==> src/rtl/digit_scan_sequencer_if.sv <==
// Bundle between a scan master (drives run/mask) and the digit scan
// sequencer (drives the decoder-facing outputs).
//
// Signalling: there is no valid/ready handshake on this bundle. run and mask
// are level inputs. The sequencer samples them on every rising clk edge
// (mask only in IDLE and at slot boundaries). sel/En are registered levels.
// slotStart/frameDone are single-cycle registered pulses.
interface digit_scan_sequencer_if;
  logic       run;
  logic [3:0] mask;
  logic [1:0] sel;
  logic       En;
  logic       slotStart;
  logic       frameDone;

  modport master (
    output run, mask,
    input  sel, En, slotStart, frameDone
  );

  modport slave (
    input  run, mask,
    output sel, En, slotStart, frameDone
  );
endinterface

==> src/rtl/digit_scan_sequencer.sv <==
// Time-multiplexed digit scan controller feeding a 2-to-4 decoder with enable.
// Each slot is DIV cycles long. En is held low for the first BLANK cycles of
// each slot to suppress ghosting. Digits whose mask bit is clear are skipped.
// The FSM state is exported on dbg_state_o (0=IDLE, 1=BLANKING, 2=DRIVE).
module digit_scan_sequencer #(
  parameter int DIV   = 1000,
  parameter int BLANK = 16
) (
  input  logic                  clk,
  input  logic                  reset,
  digit_scan_sequencer_if.slave bus,
  output logic [1:0]            dbg_state_o
);

  localparam int CW = (DIV > 1) ? $clog2(DIV) : 1;
  localparam int BLANK_LAST_I = (BLANK > 0) ? BLANK - 1 : 0;
  localparam logic [CW-1:0] DIV_LAST   = CW'(DIV - 1);
  localparam logic [CW-1:0] BLANK_LAST = CW'(BLANK_LAST_I);
  localparam logic          START_EN   = (BLANK == 0);

  typedef enum logic [1:0] {
    IDLE     = 2'd0,
    BLANKING = 2'd1,
    DRIVE    = 2'd2
  } state_t;

  // With no blanking interval a slot begins directly in DRIVE.
  localparam state_t FIRST_STATE = (BLANK == 0) ? DRIVE : BLANKING;

  state_t        state_q;
  logic [1:0]    sel_q;
  logic          en_q;
  logic          slot_start_q;
  logic          frame_done_q;
  logic [CW-1:0] cnt_q;

  logic [1:0]    first_sel_d;
  logic [1:0]    next_sel_d;

  // Lowest set bit of m; only meaningful when m != 0.
  function automatic logic [1:0] lowest_set(input logic [3:0] m);
    logic [1:0] r;
    r = 2'd0;
    for (int i = 3; i >= 0; i--) begin
      if (m[i]) r = 2'(i);
    end
    return r;
  endfunction

  // Next set bit searching upward from cur+1, wrapping, ending at cur itself.
  function automatic logic [1:0] next_set(input logic [3:0] m, input logic [1:0] cur);
    logic [1:0] r;
    logic [1:0] idx;
    logic       found;
    r     = cur;
    found = 1'b0;
    for (int i = 1; i <= 4; i++) begin
      idx = cur + 2'(i);
      if (!found && m[idx]) begin
        r     = idx;
        found = 1'b1;
      end
    end
    return r;
  endfunction

  // Digit selection candidates for a scan start and for a slot boundary.
  assign first_sel_d = lowest_set(bus.mask);
  assign next_sel_d  = next_set(bus.mask, sel_q);

  // Scan FSM: all outputs registered; run=0 forces IDLE from any state.
  always_ff @(posedge clk) begin
    if (reset) begin
      state_q      <= IDLE;
      sel_q        <= 2'd0;
      en_q         <= 1'b0;
      slot_start_q <= 1'b0;
      frame_done_q <= 1'b0;
      cnt_q        <= '0;
    end else begin
      slot_start_q <= 1'b0;
      frame_done_q <= 1'b0;
      if (!bus.run) begin
        state_q <= IDLE;
        en_q    <= 1'b0;
        cnt_q   <= '0;
      end else begin
        case (state_q)
          IDLE: begin
            en_q <= 1'b0;
            if (bus.mask != 4'd0) begin
              sel_q        <= first_sel_d;
              cnt_q        <= '0;
              slot_start_q <= 1'b1;
              state_q      <= FIRST_STATE;
              en_q         <= START_EN;
            end
          end
          BLANKING: begin
            cnt_q <= cnt_q + CW'(1);
            if (cnt_q == BLANK_LAST) begin
              state_q <= DRIVE;
              en_q    <= 1'b1;
            end
          end
          DRIVE: begin
            if (cnt_q == DIV_LAST) begin
              cnt_q <= '0;
              if (bus.mask == 4'd0) begin
                state_q <= IDLE;
                en_q    <= 1'b0;
              end else begin
                sel_q        <= next_sel_d;
                slot_start_q <= 1'b1;
                frame_done_q <= (next_sel_d <= sel_q);
                state_q      <= FIRST_STATE;
                en_q         <= START_EN;
              end
            end else begin
              cnt_q <= cnt_q + CW'(1);
            end
          end
          default: begin
            state_q <= IDLE;
            en_q    <= 1'b0;
            cnt_q   <= '0;
          end
        endcase
      end
    end
  end

  assign bus.sel       = sel_q;
  assign bus.En        = en_q;
  assign bus.slotStart = slot_start_q;
  assign bus.frameDone = frame_done_q;
  assign dbg_state_o   = state_q;

endmodule

==> src/flat_wrapper.sv <==
// flat-port wrapper written by rule: the top's interface ports become plain ports
module digit_scan_sequencer_flat 
#(
  parameter int DIV   = 1000,
  parameter int BLANK = 16
)
  (clk, reset, dbg_state_o, bus_run, bus_mask, bus_sel, bus_En, bus_slotStart, bus_frameDone);
  digit_scan_sequencer_if bus_i ();
  input  logic clk;
  input  logic reset;
  output logic [1:0] dbg_state_o;
  input wire logic [$bits(bus_i.run)-1:0] bus_run;
  input wire logic [$bits(bus_i.mask)-1:0] bus_mask;
  output wire logic [$bits(bus_i.sel)-1:0] bus_sel;
  output wire logic [$bits(bus_i.En)-1:0] bus_En;
  output wire logic [$bits(bus_i.slotStart)-1:0] bus_slotStart;
  output wire logic [$bits(bus_i.frameDone)-1:0] bus_frameDone;
  assign bus_i.run = bus_run;
  assign bus_i.mask = bus_mask;
  assign bus_sel = bus_i.sel;
  assign bus_En = bus_i.En;
  assign bus_slotStart = bus_i.slotStart;
  assign bus_frameDone = bus_i.frameDone;
  digit_scan_sequencer #(.DIV(DIV), .BLANK(BLANK)) u_core (.clk(clk), .reset(reset), .bus(bus_i), .dbg_state_o(dbg_state_o));
endmodule
==> config.mk <==
export PLATFORM = sky130hd
export DESIGN_NAME = digit_scan_sequencer_flat
export DESIGN_NICKNAME = d
export VERILOG_FILES = /design/src/rtl/digit_scan_sequencer_if.sv /design/src/rtl/digit_scan_sequencer.sv /design/src/flat_wrapper.sv
export SDC_FILE = /design/constraint.sdc
export NUM_CORES = 1
export LEC_CHECK = 0
export CAP_MARGIN = 20
export CORE_UTILIZATION = 45
export DETAILED_ROUTE_END_ITERATION = 16
export PLACE_DENSITY_LB_ADDON = 0.08
export SKIP_LAST_GASP = 1
export SLEW_MARGIN = 20
export SYNTH_ARGS = -nofsm -noshare
export SYNTH_HDL_FRONTEND = slang
export SYNTH_SLANG_ARGS = --single-unit
==> constraint.sdc <==
create_clock -name clk -period 1.9 [get_ports clk]
set_input_delay 0.285 -clock clk [delete_from_list [all_inputs] [get_ports clk]]
set_output_delay 0.285 -clock clk [all_outputs]
set_load 0.02 [all_outputs]
# == Word level (Yosys, flattened, before mapping) ==
# Cells that the tools add are included.
# op_classes
n_addsub,4
order_cmp,5
n_eq_ne,8
n_mux,38
n_bitwise,3
n_reduce_logical,15
# ops
cell,count
$pmux 10 s3,1
$mux 2,14
$mux 10,2
$mux 1,13
$lt 2x3->1 const B,4
$add 10x1->10 const B,1
$eq 10x10->1 const B,1
$eq 10x4->1 const B,1
$bmux 1 s2,4
$ne 2x1->1 const B,3
$pmux 2 s3,1
$reduce_and 5->1,1
$reduce_or 5->1,1
$add 2x2->2 const B,2
$logic_not 4->1,1
$pmux 1 s2,2
$pmux 2 s2,1
$reduce_bool 4->1,1
$logic_and 1x1->1,3
$logic_not 1->1,3
$not 1->1,3
$reduce_and 3->1,1
$add 2x1->2 const B,1
$eq 2x1->1 const B,1
other kinds (7),7
# word_totals
register_bits,17
in_bits,7
out_inout_bits,7
elab_cells,79

# == Logic depth before layout (Yosys ltp) ==
# depth
word_depth,16
depth_mapped,9
depth_no_buf,8

# == Least setup slack after synthesis ==
# Ideal clock, no wire load.
# synth_path
path_type,flip-flop to flip-flop
start,reg u_core.state_q[0] (netlist: u_core.dbg_state_o[0])
end,reg u_core.sel_q[0] (netlist: u_core.bus.sel[0])
setup_time_ns,0.086
t_arrival_ns,1.615
required_ns,1.814
slack_ns,0.200
path_stages_with_launch,8
n_path_buf,1
period_less_slack_ns,1.700
path_cell_list,dfxtp_1 > inv_1 > ha_1 > clkbuf_1 > nor2b_1 > a41o_1 > and2_1 > a211oi_1
# synth_via
elab_chain_len,3
elab_cells_between_ends,8
cone_classes,4 x eq/ne; 1 x mux; 3 x reduce/logical
# synth_lines
item,line_no,rtl
start: declaration,digit_scan_sequencer.sv:30,state_t state_q;
start signal: assignment,digit_scan_sequencer.sv:74,state_q <= IDLE;
start signal: assignment,digit_scan_sequencer.sv:84,state_q <= IDLE;
start signal: assignment,digit_scan_sequencer.sv:95,state_q <= FIRST_STATE;
$eq 2x2->1 / $logic_not 2->1 (equally long branches),digit_scan_sequencer.sv:88,case (state_q)
"$ne 2x2->1 (no line), or another cell as far along",n/a,
$reduce_and 5->1 (no line),n/a,
end signal: assignment,digit_scan_sequencer.sv:92,sel_q <= first_sel_d;
end signal: assignment,digit_scan_sequencer.sv:113,sel_q <= next_sel_d;
end: declaration,digit_scan_sequencer.sv:31,logic [1:0] sel_q;
# Several ways; a longest one is shown, not always the timed one.
# A chain may end at the register's enable or synchronous reset.

# == Worst setup path in the final report ==
# layout_path
start,in bus_mask[3]
end,reg u_core.cnt_q[8]
# layout_via
elab_chain_len,2
# layout_lines
item,line_no,rtl
start: declaration,flat_wrapper.sv:13,input wire logic [$bits(bus_i.mask)-1:0] bus_mask;
$reduce_bool 4->1,digit_scan_sequencer.sv:91,if (bus.mask != 4'd0) begin
$ne 2x1->1 (no line),n/a,
end signal: assignment,digit_scan_sequencer.sv:100,cnt_q <= cnt_q + CW'(1);
end signal: assignment,digit_scan_sequencer.sv:120,cnt_q <= cnt_q + CW'(1);
end: declaration,digit_scan_sequencer.sv:35,logic [CW-1:0] cnt_q;
# Every way passes these cells.

==> impl_metrics.ini <==
[critical_path]
worst_setup_path_start_kind = input pin
r2r_end = u_core.cnt_q[4]
rrSetupSlack_ns = 0.20
path_cells = clkdlybuf4s50_1, nor4_4, buf_4, a2111oi_1, xnor2_1, nor2_1
worstReg2RegStart = u_core.dbg_state_o[0]
critPathArrivalTime_ns = 1.94
end_kind = register
worst_path_max_delay_cell = clkdlybuf4s50_1
max_stage_delay_ns = 0.66
critical_path_class = in2reg
cp.required_ns = 2.08
reg2reg_depth = 6
critPathMaxFanout = 7

[timing]
worst_pin_slew_ns = 0.4778
setup_viol = 0
skew_ns = 0.001699
finalCriticalPeriod_ns = 1.764
finalSetupTns_ns = 0
finalWorstSetupSlack_ns = 0.1358
hold_viol = 0
finalCritPeriodShare_pct = 92.85
finalMaxSlewViolations = 0
fmax_ghz = 0.5668
slew_headroom_pct = 68.07
rsz0062_at_grt = false

[worst_hold_path]
hp-class = reg2reg
worstHoldStart = u_core.bus.En
min_path_cells = 2
hold_end = u_core.bus.En

[floorplanning]
die_h_um = 51.61
start_util_pct = 48.65
dieArea_um2 = 2663
core_um2 = 2276
rows = 17
io_pins = 14
fp.dieW_um = 51.61

[yosys]
netlist_instances = 132
synth_top_flop_cell = dfxtp_1
syn_area_per_cell_um2 = 8.389
ys_types = 35
synthesis.nets = 146
synth_mux_area_share_pct = 0.9040
synth-compound-area-share_pct = 25.65
synth_adder_area_share_pct = 7.910
synth_xor_area_share_pct = 3.955
synth-simple-area-share_pct = 26.44
synth-async-reset-ratio_pct = 0
ys_seq_area_share_pct = 30.73
synth-edff-count = 0
netlist_area_um2 = 1107
ys_ff_latch = 17
yosysWarnings = 0
synth_top_family_by_area = simple AND/OR/NAND/NOR gates

[grt]
grt.overflow.total = 0
grt_max_degree = 11
grt_pass1_vias = 1040
track_usage_pct = 21.24
grt_pass1_wl_um = 4374
antenna_found_initial = 0

[clock_network]
cts_tree = yes
clk_latency_ns = 0.28
ctsRootBufferMaster = clkbuf_4
h-tree-depth = 1
clk_pin_slew_worst_paths_ns = 0.09
clock-sinks = 17
ctsHoldBuffers = 0
cts_made_buffers = 3
clock_path_buffers = 2

[detailed_routing]
antenna_left = 0
dr.pass1.iters = 4
wl_per_cell_um = 13.27
drt_iter0_drc = 19
viasPerCell = 5.732
wirelength_um = 2429
vias = 1049
drcViolationCount = 0

[pwr]
ir_worst_vdd_uv = 274.6
power.density_nw_per_um2 = 512.7
power_leakage_nw = 0.4704

[place]
hpwl_um = 1857
dpl.cell_count = 179
io_buffers = 13
gp_congestion = 0.8112
pre_cts_ws_ns = -0.1741

[run]
maxCapViolations = 0

[final_layout]
finalNonFillerCells = 183
fin_util_pct = 59.65
nets = 170
area_delta_synth_final_pct = 22.60
diodes = 0
final_common_cell = dfxtp_1
fill_cells = 209
final_cell_mix = dfxtp_1, nor2_1, clkdlybuf4s50_1, inv_1
layout-drive-gt1-share_pct = 10.97

[run_status]
outcome = complete, no violations
## worst max-delay path: cells and delay by family
family / cells / cell delay [ns]
AOI/OAI and AO/OA: 1 / 0.51
buffers and inverters: 2 / 0.83
xor gates and xnor gates: 1 / 0.17
and+or+nand+nor: 2 / 0.15
## power breakdown
part           internal [mW]  switching, mW  total [mW]
Sequential             0.363         0.0111       0.374
Combinational         0.0648         0.0698       0.135
Clock                 0.0814          0.106       0.187
Total                  0.509          0.187       0.696
## area by class of cell
| type | count | area, µm² | area share (%) |
|---|---|---|---|
| repair buffers | 21 | 190.2 | 14.01 |
| well taps | 28 | 35.03 | 2.581 |
| inverters | 11 | 41.29 | 3.041 |
| multi-input cells | 102 | 724.4 | 53.36 |
| clock buffers | 4 | 26.28 | 1.935 |
| flip-flops and latches | 17 | 340.3 | 25.07 |
## Yosys cell counts, types with 3 or more instances
library cell,n,area share [%]
dfxtp_1,17,31
nor2_1,16,5.4
a32o_1,4,3.6
nand4_1,3,1.7
o21ai_0,4,1.8
a211oi_1,6,4.1
ha_1,7,7.9
nand2b_1,4,2.3
inv_1,11,3.7
nor3_1,4,1.8
a2111oi_1,3,2.7
xnor2_1,5,4.0
nand3_1,4,1.8
a21oi_1,8,3.6
nand2_1,6,2.0
o31ai_1,3,2.0
nor2b_1,4,2.3
## stage by stage
step	area [µm²]	power (mW)	hold WS, ns
2_1_floorplan	1107	0.4570	0.3578
6_report	1358	0.6961	0.5274
4_1_cts	1351	0.7056	0.5316
5_1_grt	1358	0.7439	0.5589
3_5_place_dp	1325	0.5141	0.5085
3_3_place_gp	1325	0.5117	0.4944
## worst max-delay path by stage
stage / from / endpoint / slack, ns
6_report: bus_mask[3] / u_core.cnt_q[8] / 0.14
3_3_place_gp: bus_mask[3] / u_core.cnt_q[8] / -0.08
2_1_floorplan: u_core.dbg_state_o[0] / u_core.bus.sel[0] / 0.20
3_5_place_dp: bus_mask[1] / u_core.bus.frameDone / -0.17
4_1_cts: bus_mask[1] / u_core.bus.frameDone / 0.11
5_1_grt: bus_mask[3] / u_core.cnt_q[8] / 0.009
## sequential cells by signal (all words and copies together) (netlist names)
signal / flops
u_core.bus.sel: 2
u_core.dbg_state_o: 2
u_core.bus.slotStart: 1
u_core.bus.frameDone: 1
u_core.cnt_q: 10
u_core.bus.En: 1
## timing repair
| item | CTS | global route |
|---|---|---|
| endpoints found under the setup margin | 0 | 7 |
| buffers inserted | 0 | 0 |
| gates resized for setup | 0 | 2 |
## cells by family (layout without fill, tap and decap cells)
| family | count (synthesis) | after routing |
|---|---|---|
| DFF | 17 | 17 |
| adders and majority gates | 7 | 7 |
| muxes | 1 | 1 |
| xor gates and xnor gates | 5 | 5 |
| buffers and inverters | 13 | 36 |
| AOI/OAI and AO/OA | 38 | 38 |
| and+or+nand+nor | 51 | 51 |
## metal layers
layer | wire, µm | vias up | global-route usage, %
met1 | 1134 | 489 | 25.67
met2 | 1202 | 18 | 38.31
met3 | 80 | 2 | 4.094
li1 | - | 540 | -
met4 | 12 | 0 | 4.955
met5 | 0 | - | 0
Power figures use the tool's default switching activity.
